### src/rtl/alu_seq_pkg.sv
// Shared opcodes, FSM states and instruction field positions
// for the ALU op sequencer.
package alu_seq_pkg;

  localparam logic [2:0] OP_MOV = 3'd0;
  localparam logic [2:0] OP_NOT = 3'd1;
  localparam logic [2:0] OP_ADD = 3'd2;
  localparam logic [2:0] OP_SUB = 3'd3;
  localparam logic [2:0] OP_OR  = 3'd4;
  localparam logic [2:0] OP_AND = 3'd5;
  localparam logic [2:0] OP_SLT = 3'd6;
  localparam logic [2:0] OP_NOP = 3'd7;

  localparam int OP_MSB = 11;
  localparam int OP_LSB = 9;
  localparam int RD_MSB = 8;
  localparam int RD_LSB = 6;
  localparam int RS_MSB = 5;
  localparam int RS_LSB = 3;
  localparam int RT_MSB = 2;
  localparam int RT_LSB = 0;

  typedef enum logic [1:0] {
    S_IDLE,
    S_EXEC,
    S_WB
  } state_e;

endpackage

### src/rtl/alu_op_sequencer_if.sv
// Instruction valid/ready channel into the sequencer.
// master = instruction source, slave = sequencer.
interface alu_op_sequencer_if;
  logic        instr_valid;
  logic [11:0] instr;
  logic        instr_ready;

  modport master (
    output instr_valid,
    output instr,
    input  instr_ready
  );

  modport slave (
    input  instr_valid,
    input  instr,
    output instr_ready
  );
endinterface

### src/rtl/seq_regfile.sv
// 8-entry register file: two operand read ports, one debug
// read port, one synchronous write port, async clear.
module seq_regfile #(
  parameter int WIDTH = 32
) (
  input  logic             clk,
  input  logic             rst_n,
  input  logic             we,
  input  logic [2:0]       waddr,
  input  logic [WIDTH-1:0] wdata,
  input  logic [2:0]       ra_addr,
  output logic [WIDTH-1:0] ra_data,
  input  logic [2:0]       rb_addr,
  output logic [WIDTH-1:0] rb_data,
  input  logic [2:0]       dbg_addr,
  output logic [WIDTH-1:0] dbg_data
);

  logic [WIDTH-1:0] rf_q [8];
  logic [WIDTH-1:0] rf_d [8];

  always_comb begin
    rf_d = rf_q;
    if (we) rf_d[waddr] = wdata;
  end

  always_ff @(posedge clk or negedge rst_n) begin
    if (!rst_n) begin
      for (int i = 0; i < 8; i++) rf_q[i] <= '0;
    end else begin
      rf_q <= rf_d;
    end
  end

  assign ra_data  = rf_q[ra_addr];
  assign rb_data  = rf_q[rb_addr];
  assign dbg_data = rf_q[dbg_addr];

endmodule

### src/rtl/alu_op_sequencer.sv
// Issues register-register ops to an external ALU, waits ALU_LAT
// cycles, writes back. Optional carry flag: ALU_SEQ_CARRY_FLAG_EN.
module alu_op_sequencer
  import alu_seq_pkg::*;
#(
  parameter int WIDTH   = 32,
  parameter int ALU_LAT = 1
) (
  input  logic             clk,
  input  logic             rst_n,
  alu_op_sequencer_if.slave ibus,
  input  logic             ld_en,
  input  logic [2:0]       ld_addr,
  input  logic [WIDTH-1:0] ld_data,
  output logic [WIDTH-1:0] alu_r2,
  output logic [WIDTH-1:0] alu_r3,
  output logic [2:0]       alu_op,
  output logic             alu_c_in,
  input  logic [WIDTH-1:0] alu_r0,
  input  logic             alu_c_out,
  output logic             wb_valid,
  output logic [2:0]       wb_rd,
  output logic [WIDTH-1:0] wb_data,
  input  logic [2:0]       rf_raddr,
  output logic [WIDTH-1:0] rf_rdata
`ifdef ALU_SEQ_CARRY_FLAG_EN
  ,
  output logic             carry_flag
`endif
);

  localparam logic [2:0] LAT_M1 = 3'(ALU_LAT - 1);

  state_e           state_q, state_d;
  logic [2:0]       rd_q, rd_d;
  logic [2:0]       op_q, op_d;
  logic [2:0]       cnt_q, cnt_d;
  logic [WIDTH-1:0] alu_r2_q, alu_r2_d;
  logic [WIDTH-1:0] alu_r3_q, alu_r3_d;
  logic [2:0]       alu_op_q, alu_op_d;
  logic             wb_valid_q, wb_valid_d;
  logic [2:0]       wb_rd_q, wb_rd_d;
  logic [WIDTH-1:0] wb_data_q, wb_data_d;

  logic [2:0]       f_op, f_rd, f_rs, f_rt;
  logic [WIDTH-1:0] rs_data, rt_data;
  logic             accept, done, ld_wr, ex_wr;
  logic             rf_we;
  logic [2:0]       rf_waddr;
  logic [WIDTH-1:0] rf_wdata;
  logic [WIDTH-1:0] res;

  assign f_op = ibus.instr[OP_MSB:OP_LSB];
  assign f_rd = ibus.instr[RD_MSB:RD_LSB];
  assign f_rs = ibus.instr[RS_MSB:RS_LSB];
  assign f_rt = ibus.instr[RT_MSB:RT_LSB];

  // a same-cycle load takes priority over an offered instruction
  assign ibus.instr_ready = (state_q == S_IDLE) & ~ld_en;
  assign accept = ibus.instr_ready & ibus.instr_valid;
  assign done   = (state_q == S_EXEC) & (cnt_q == LAT_M1);
  assign ld_wr  = (state_q == S_IDLE) & ld_en;
  assign ex_wr  = done & (op_q != OP_NOP);
  assign res    = (op_q == OP_NOP) ? '0 : alu_r0;

  always_comb begin
    rf_we    = 1'b0;
    rf_waddr = '0;
    rf_wdata = '0;
    unique case (1'b1)
      ld_wr: begin
        rf_we    = 1'b1;
        rf_waddr = ld_addr;
        rf_wdata = ld_data;
      end
      ex_wr: begin
        rf_we    = 1'b1;
        rf_waddr = rd_q;
        rf_wdata = res;
      end
      default: ;
    endcase
  end

  seq_regfile #(.WIDTH(WIDTH)) u_rf (
    .clk      (clk),
    .rst_n    (rst_n),
    .we       (rf_we),
    .waddr    (rf_waddr),
    .wdata    (rf_wdata),
    .ra_addr  (f_rs),
    .ra_data  (rs_data),
    .rb_addr  (f_rt),
    .rb_data  (rt_data),
    .dbg_addr (rf_raddr),
    .dbg_data (rf_rdata)
  );

  always_comb begin
    state_d    = state_q;
    rd_d       = rd_q;
    op_d       = op_q;
    cnt_d      = cnt_q;
    alu_r2_d   = alu_r2_q;
    alu_r3_d   = alu_r3_q;
    alu_op_d   = alu_op_q;
    wb_valid_d = 1'b0;
    wb_rd_d    = wb_rd_q;
    wb_data_d  = wb_data_q;
    unique case (state_q)
      S_IDLE: begin
        if (accept) begin
          rd_d     = f_rd;
          op_d     = f_op;
          cnt_d    = '0;
          alu_r2_d = rs_data;
          alu_r3_d = rt_data;
          alu_op_d = f_op;
          state_d  = S_EXEC;
        end
      end
      S_EXEC: begin
        cnt_d = cnt_q + 3'd1;
        if (done) begin
          wb_valid_d = 1'b1;
          wb_rd_d    = rd_q;
          wb_data_d  = res;
          state_d    = S_WB;
        end
      end
      S_WB:    state_d = S_IDLE;
      default: state_d = S_IDLE;
    endcase
  end

`ifdef ALU_SEQ_CARRY_FLAG_EN
  logic carry_q, carry_d;

  always_comb begin
    carry_d = carry_q;
    if (done && (op_q == OP_ADD || op_q == OP_SUB))
      carry_d = alu_c_out;
  end

  always_ff @(posedge clk or negedge rst_n) begin
    if (!rst_n) carry_q <= 1'b0;
    else        carry_q <= carry_d;
  end

  assign carry_flag = carry_q;
`else
  logic unused_c_out;
  assign unused_c_out = alu_c_out;
`endif

  always_ff @(posedge clk or negedge rst_n) begin
    if (!rst_n) begin
      state_q    <= S_IDLE;
      rd_q       <= '0;
      op_q       <= '0;
      cnt_q      <= '0;
      alu_r2_q   <= '0;
      alu_r3_q   <= '0;
      alu_op_q   <= '0;
      wb_valid_q <= 1'b0;
      wb_rd_q    <= '0;
      wb_data_q  <= '0;
    end else begin
      state_q    <= state_d;
      rd_q       <= rd_d;
      op_q       <= op_d;
      cnt_q      <= cnt_d;
      alu_r2_q   <= alu_r2_d;
      alu_r3_q   <= alu_r3_d;
      alu_op_q   <= alu_op_d;
      wb_valid_q <= wb_valid_d;
      wb_rd_q    <= wb_rd_d;
      wb_data_q  <= wb_data_d;
    end
  end

  assign alu_r2   = alu_r2_q;
  assign alu_r3   = alu_r3_q;
  assign alu_op   = alu_op_q;
  assign alu_c_in = 1'b0;
  assign wb_valid = wb_valid_q;
  assign wb_rd    = wb_rd_q;
  assign wb_data  = wb_data_q;

endmodule

### src/flat_wrapper.sv
// flat-port wrapper written by rule: the top's interface ports become plain ports
module alu_op_sequencer_flat import alu_seq_pkg::*;
#(
  parameter int WIDTH   = 32,
  parameter int ALU_LAT = 1
)
  (clk, rst_n, ld_en, ld_addr, ld_data, alu_r2, alu_r3, alu_op, alu_c_in, alu_r0, alu_c_out, wb_valid, wb_rd, wb_data, rf_raddr, rf_rdata, ibus_instr_valid, ibus_instr, ibus_instr_ready);
  alu_op_sequencer_if ibus_i ();
  input  logic clk;
  input  logic rst_n;
  input  logic ld_en;
  input  logic [2:0] ld_addr;
  input  logic [WIDTH-1:0] ld_data;
  output logic [WIDTH-1:0] alu_r2;
  output logic [WIDTH-1:0] alu_r3;
  output logic [2:0] alu_op;
  output logic alu_c_in;
  input  logic [WIDTH-1:0] alu_r0;
  input  logic alu_c_out;
  output logic wb_valid;
  output logic [2:0] wb_rd;
  output logic [WIDTH-1:0] wb_data;
  input  logic [2:0] rf_raddr;
  output logic [WIDTH-1:0] rf_rdata;
  input wire logic [$bits(ibus_i.instr_valid)-1:0] ibus_instr_valid;
  input wire logic [$bits(ibus_i.instr)-1:0] ibus_instr;
  output wire logic [$bits(ibus_i.instr_ready)-1:0] ibus_instr_ready;
  assign ibus_i.instr_valid = ibus_instr_valid;
  assign ibus_i.instr = ibus_instr;
  assign ibus_instr_ready = ibus_i.instr_ready;
  alu_op_sequencer #(.WIDTH(WIDTH), .ALU_LAT(ALU_LAT)) u_core (.clk(clk), .rst_n(rst_n), .ibus(ibus_i), .ld_en(ld_en), .ld_addr(ld_addr), .ld_data(ld_data), .alu_r2(alu_r2), .alu_r3(alu_r3), .alu_op(alu_op), .alu_c_in(alu_c_in), .alu_r0(alu_r0), .alu_c_out(alu_c_out), .wb_valid(wb_valid), .wb_rd(wb_rd), .wb_data(wb_data), .rf_raddr(rf_raddr), .rf_rdata(rf_rdata));
endmodule
### config.mk
export PLATFORM = sky130hd
export DESIGN_NAME = alu_op_sequencer_flat
export DESIGN_NICKNAME = d
export VERILOG_FILES = /design/src/rtl/alu_seq_pkg.sv /design/src/rtl/alu_op_sequencer_if.sv /design/src/rtl/seq_regfile.sv /design/src/rtl/alu_op_sequencer.sv /design/src/flat_wrapper.sv
export SDC_FILE = /design/constraint.sdc
export NUM_CORES = 1
export LEC_CHECK = 0
export CAP_MARGIN = 20
export CORE_MARGIN = 5
export CORE_UTILIZATION = 40
export DETAILED_ROUTE_END_ITERATION = 8
export GPL_TIMING_DRIVEN = 1
export PLACE_DENSITY = 0.58
export SYNTH_ARGS = -nofsm -noshare
export SYNTH_HDL_FRONTEND = slang
export SYNTH_SLANG_ARGS = --single-unit
### constraint.sdc
create_clock -name clk -period 4.8 [get_ports clk]
set_clock_uncertainty 0.15 [all_clocks]
set_input_delay 0.96 -clock clk [delete_from_list [all_inputs] [get_ports clk]]
set_output_delay 0.96 -clock clk [all_outputs]
set_load 0.005 [all_outputs]
==> results.tsv <==
metric	value	unit
grt total ovfl	0	
reported max-cap violation count	0	
fin crit share	83.0	%
cts repair resizes	0	
count leader, synth	dfrtp_1	
Max IR drop VDD	0.000406	V
Die Y	229	um
# IOs	224	
mean routed wirelength per cell	23.2	um
Area Growth Syn to Fin	21.7	%
fraction of registers with async set/reset	100	%
Max Fclk	251	MHz
DRT iter0 DRCs	970	
Layout fillers	4232	
register bit total from synthesis	367	
Placeable Area	0.0475	mm2
Synth area leaders	dfrtp_1 48%, mux4_2 23%, a21oi_1 5.6%, mux2i_1 3.3%, nor2_1 3.2%	
Commonest cells post-synth	367 x dfrtp_1, 216 x a21oi_1, 192 x mux4_2, 162 x nor2_1, 156 x nand2_1	
initial antenna violation count	2	
H-tree levels	2	
CTS buffer count	42	
# clock sinks	367	
Post-Place Worst Slack	0.805	ns
syn_nets	1664	
Total Routed Length	55400	um
CP required	3.69	ns
leakage	9.56	nW
Final Core Density	49.1	%
DR vias	13716	
Worst Path Arrival	2.87	ns
Seq/Total Area, Yosys	47.9	%
WHS Path Cells	2	
largest fanout on the critical path	14	
dpl cell area	0.0219	mm2
synthesized area	0.0192	mm2
Finished Layout Cells	2386	
Tot GR Track Use	21.0	%
vias in the first global route	14252	
nets	1826	
Slew Viols, Final	0	
worst hold path startpoint	u_core.alu_r2[14]	
post-synthesis cell count	1575	
CP Class	input pin to output pin	
first-pass GRT wire length	86200	um
RSZ-0062 raised after global routing	false	
crit end category	output pin	
worst hold path type	flip-flop to flip-flop	
R2R Setup Slk	1.40	ns
Clock Latency Late Sink	0.56	ns
drt first pass iters	6	
pin slew with the least headroom to its limit	1.15	ns
Min Clock Period, post-route	3.98	ns
post-synth top area share	47.9	%
Post-CTS Hold Buffers	0	
Slew headroom	23.1	%
Worst R2R Path Depth	10	
Fin Hold WS	0.325	ns
placed cell count	2308	
PortBufs	221	
Reg area	0.00918	mm2
Worst setup SP type	input pin	
Final Wtd Congestion	0.766	
final worst setup slack	0.818	ns
share of cells above drive strength 1	22.2	%
Vias/cell	5.75	
Tot Pwr	15.1	mW
setup_tns	0	ns
outcome	complete, no violations	
Die W	229	um
Multi-input gate area	0.00937	mm2
largest net degree at the start of global routing	124	
TritonCTS clock tree	done	
Synth Area per Inst	12.2	um2
Cell Rows	80	
setup violators final	0	
Primary FF master, synth	dfrtp_1	
die area	0.0524	mm2
synthesis warning total	0	
design area	0.0233	mm2
R2R Path Start	u_core.cnt_q[0]	
worst-case clock buffer depth	3	
final hold violations	0	
Post-DRT Antenna Nets	0	
Power per Cell Area	645	mW/mm2
largest area contributor in the netlist	dfrtp_1	
setup bufs post-CTS	0	
reg2reg end	u_core.u_rf.rf_q[32]	
DRC viols	0	
Hold Path End	u_core.alu_r2[14]	
dpl hpwl	34500	um
root buf cell	clkbuf_16	
Starting Density	40.3	%
Worst-path clk slew	0.06	ns
EDFF count, synth	0	
Distinct cells, synth	43	
[power by group]
group | internal, mW | leakage, nW | switching, mW | total [mW]
sequential | 4.53 | 4.56 | 1.20 | 5.74
clock | 1.92 | 0.689 | 1.29 | 3.21
combinational | 3.29 | 4.31 | 2.81 | 6.11
[per-layer routing]
layer | vias up | global-route usage (%) | share of wire, %
met5 | - | 0 | 0.023
li1 | 6205 | - | -
met1 | 7005 | 28.6 | 43
met2 | 429 | 34.9 | 49
met3 | 75 | 4.20 | 6.1
met4 | 2 | 5.32 | 2.0
[worst max-delay path by stage]
stage | slack (ns) | from | end | cells after the start
final | 0.82 | rf_raddr[0] | rf_rdata[26] | 5
after global routing | 0.73 | rf_raddr[0] | rf_rdata[27] | 5
after CTS | 0.79 | rf_raddr[0] | rf_rdata[26] | 5
after detailed placement | 0.81 | rf_raddr[0] | rf_rdata[29] | 5
after global placement | 0.80 | rf_raddr[0] | rf_rdata[26] | 5
after floorplan | 1.25 | rf_raddr[0] | rf_rdata[0] | 4
[registers in the layout, indices dropped and copies added (netlist names)]
name	flops
u_core.u_rf.rf_q	256
u_core.alu_r2	32
u_core.alu_r3	32
u_core.wb_data	32
u_core.cnt_q	3
u_core.op_q	3
u_core.rd_q	3
u_core.wb_rd	3
u_core.state_q	2
u_core.wb_valid	1
[cell type report]
type | instances | share of cell area, %
clock inverter | 10 | 0.349
tap | 615 | 3.30
antenna | 1 | 0.0107
clock buffer | 67 | 5.60
timing repair buffer | 260 | 11.1
sequential | 367 | 39.4
inverter | 6 | 0.107
multi-input combinational | 1060 | 40.2
[worst max-delay path, stage by stage]
cell and delay (ns):
buf_4 0.30, buf_4 0.30, mux4_2 0.53, mux2_2 0.31, clkdlybuf4s50_1 0.46
[cell usage in the layout, fill, tap and decap left out, types with 7 or more instances in the layout]
master             n
clkinv_2           7
mux4_2           192
nand2_1          155
nor2_1           162
a22o_1            32
a22oi_1            7
o21ai_1           47
buf_12             9
a21oi_1          215
a21oi_2           10
clkdlybuf4s50_1  211
a22oi_2           25
mux2_2            32
dfrtp_1          367
o21ai_0           84
clkbuf_1          10
mux2i_1           64
clkbuf_16         43
clkbuf_8          14
buf_4             36
[cells by family (layout without fill, tap and decap cells)]
| group | count (synthesis) | in the layout | synth area share [%] |
|---|---|---|---|
| flip-flops | 367 | 367 | 47.9 |
| multiplexers | 288 | 288 | 27.8 |
| other | 1 | 2 | 0.0196 |
| buffers and inverters | 148 | 343 | 3.51 |
| AND/OR/NAND/NOR | 338 | 338 | 7.12 |
| AO/OA/AOI/OAI | 430 | 430 | 13.5 |
| XOR/XNOR | 1 | 1 | 0.0457 |
| adder cells (fa/ha/maj) | 2 | 2 | 0.131 |
(Power assumes the default switching activity.)
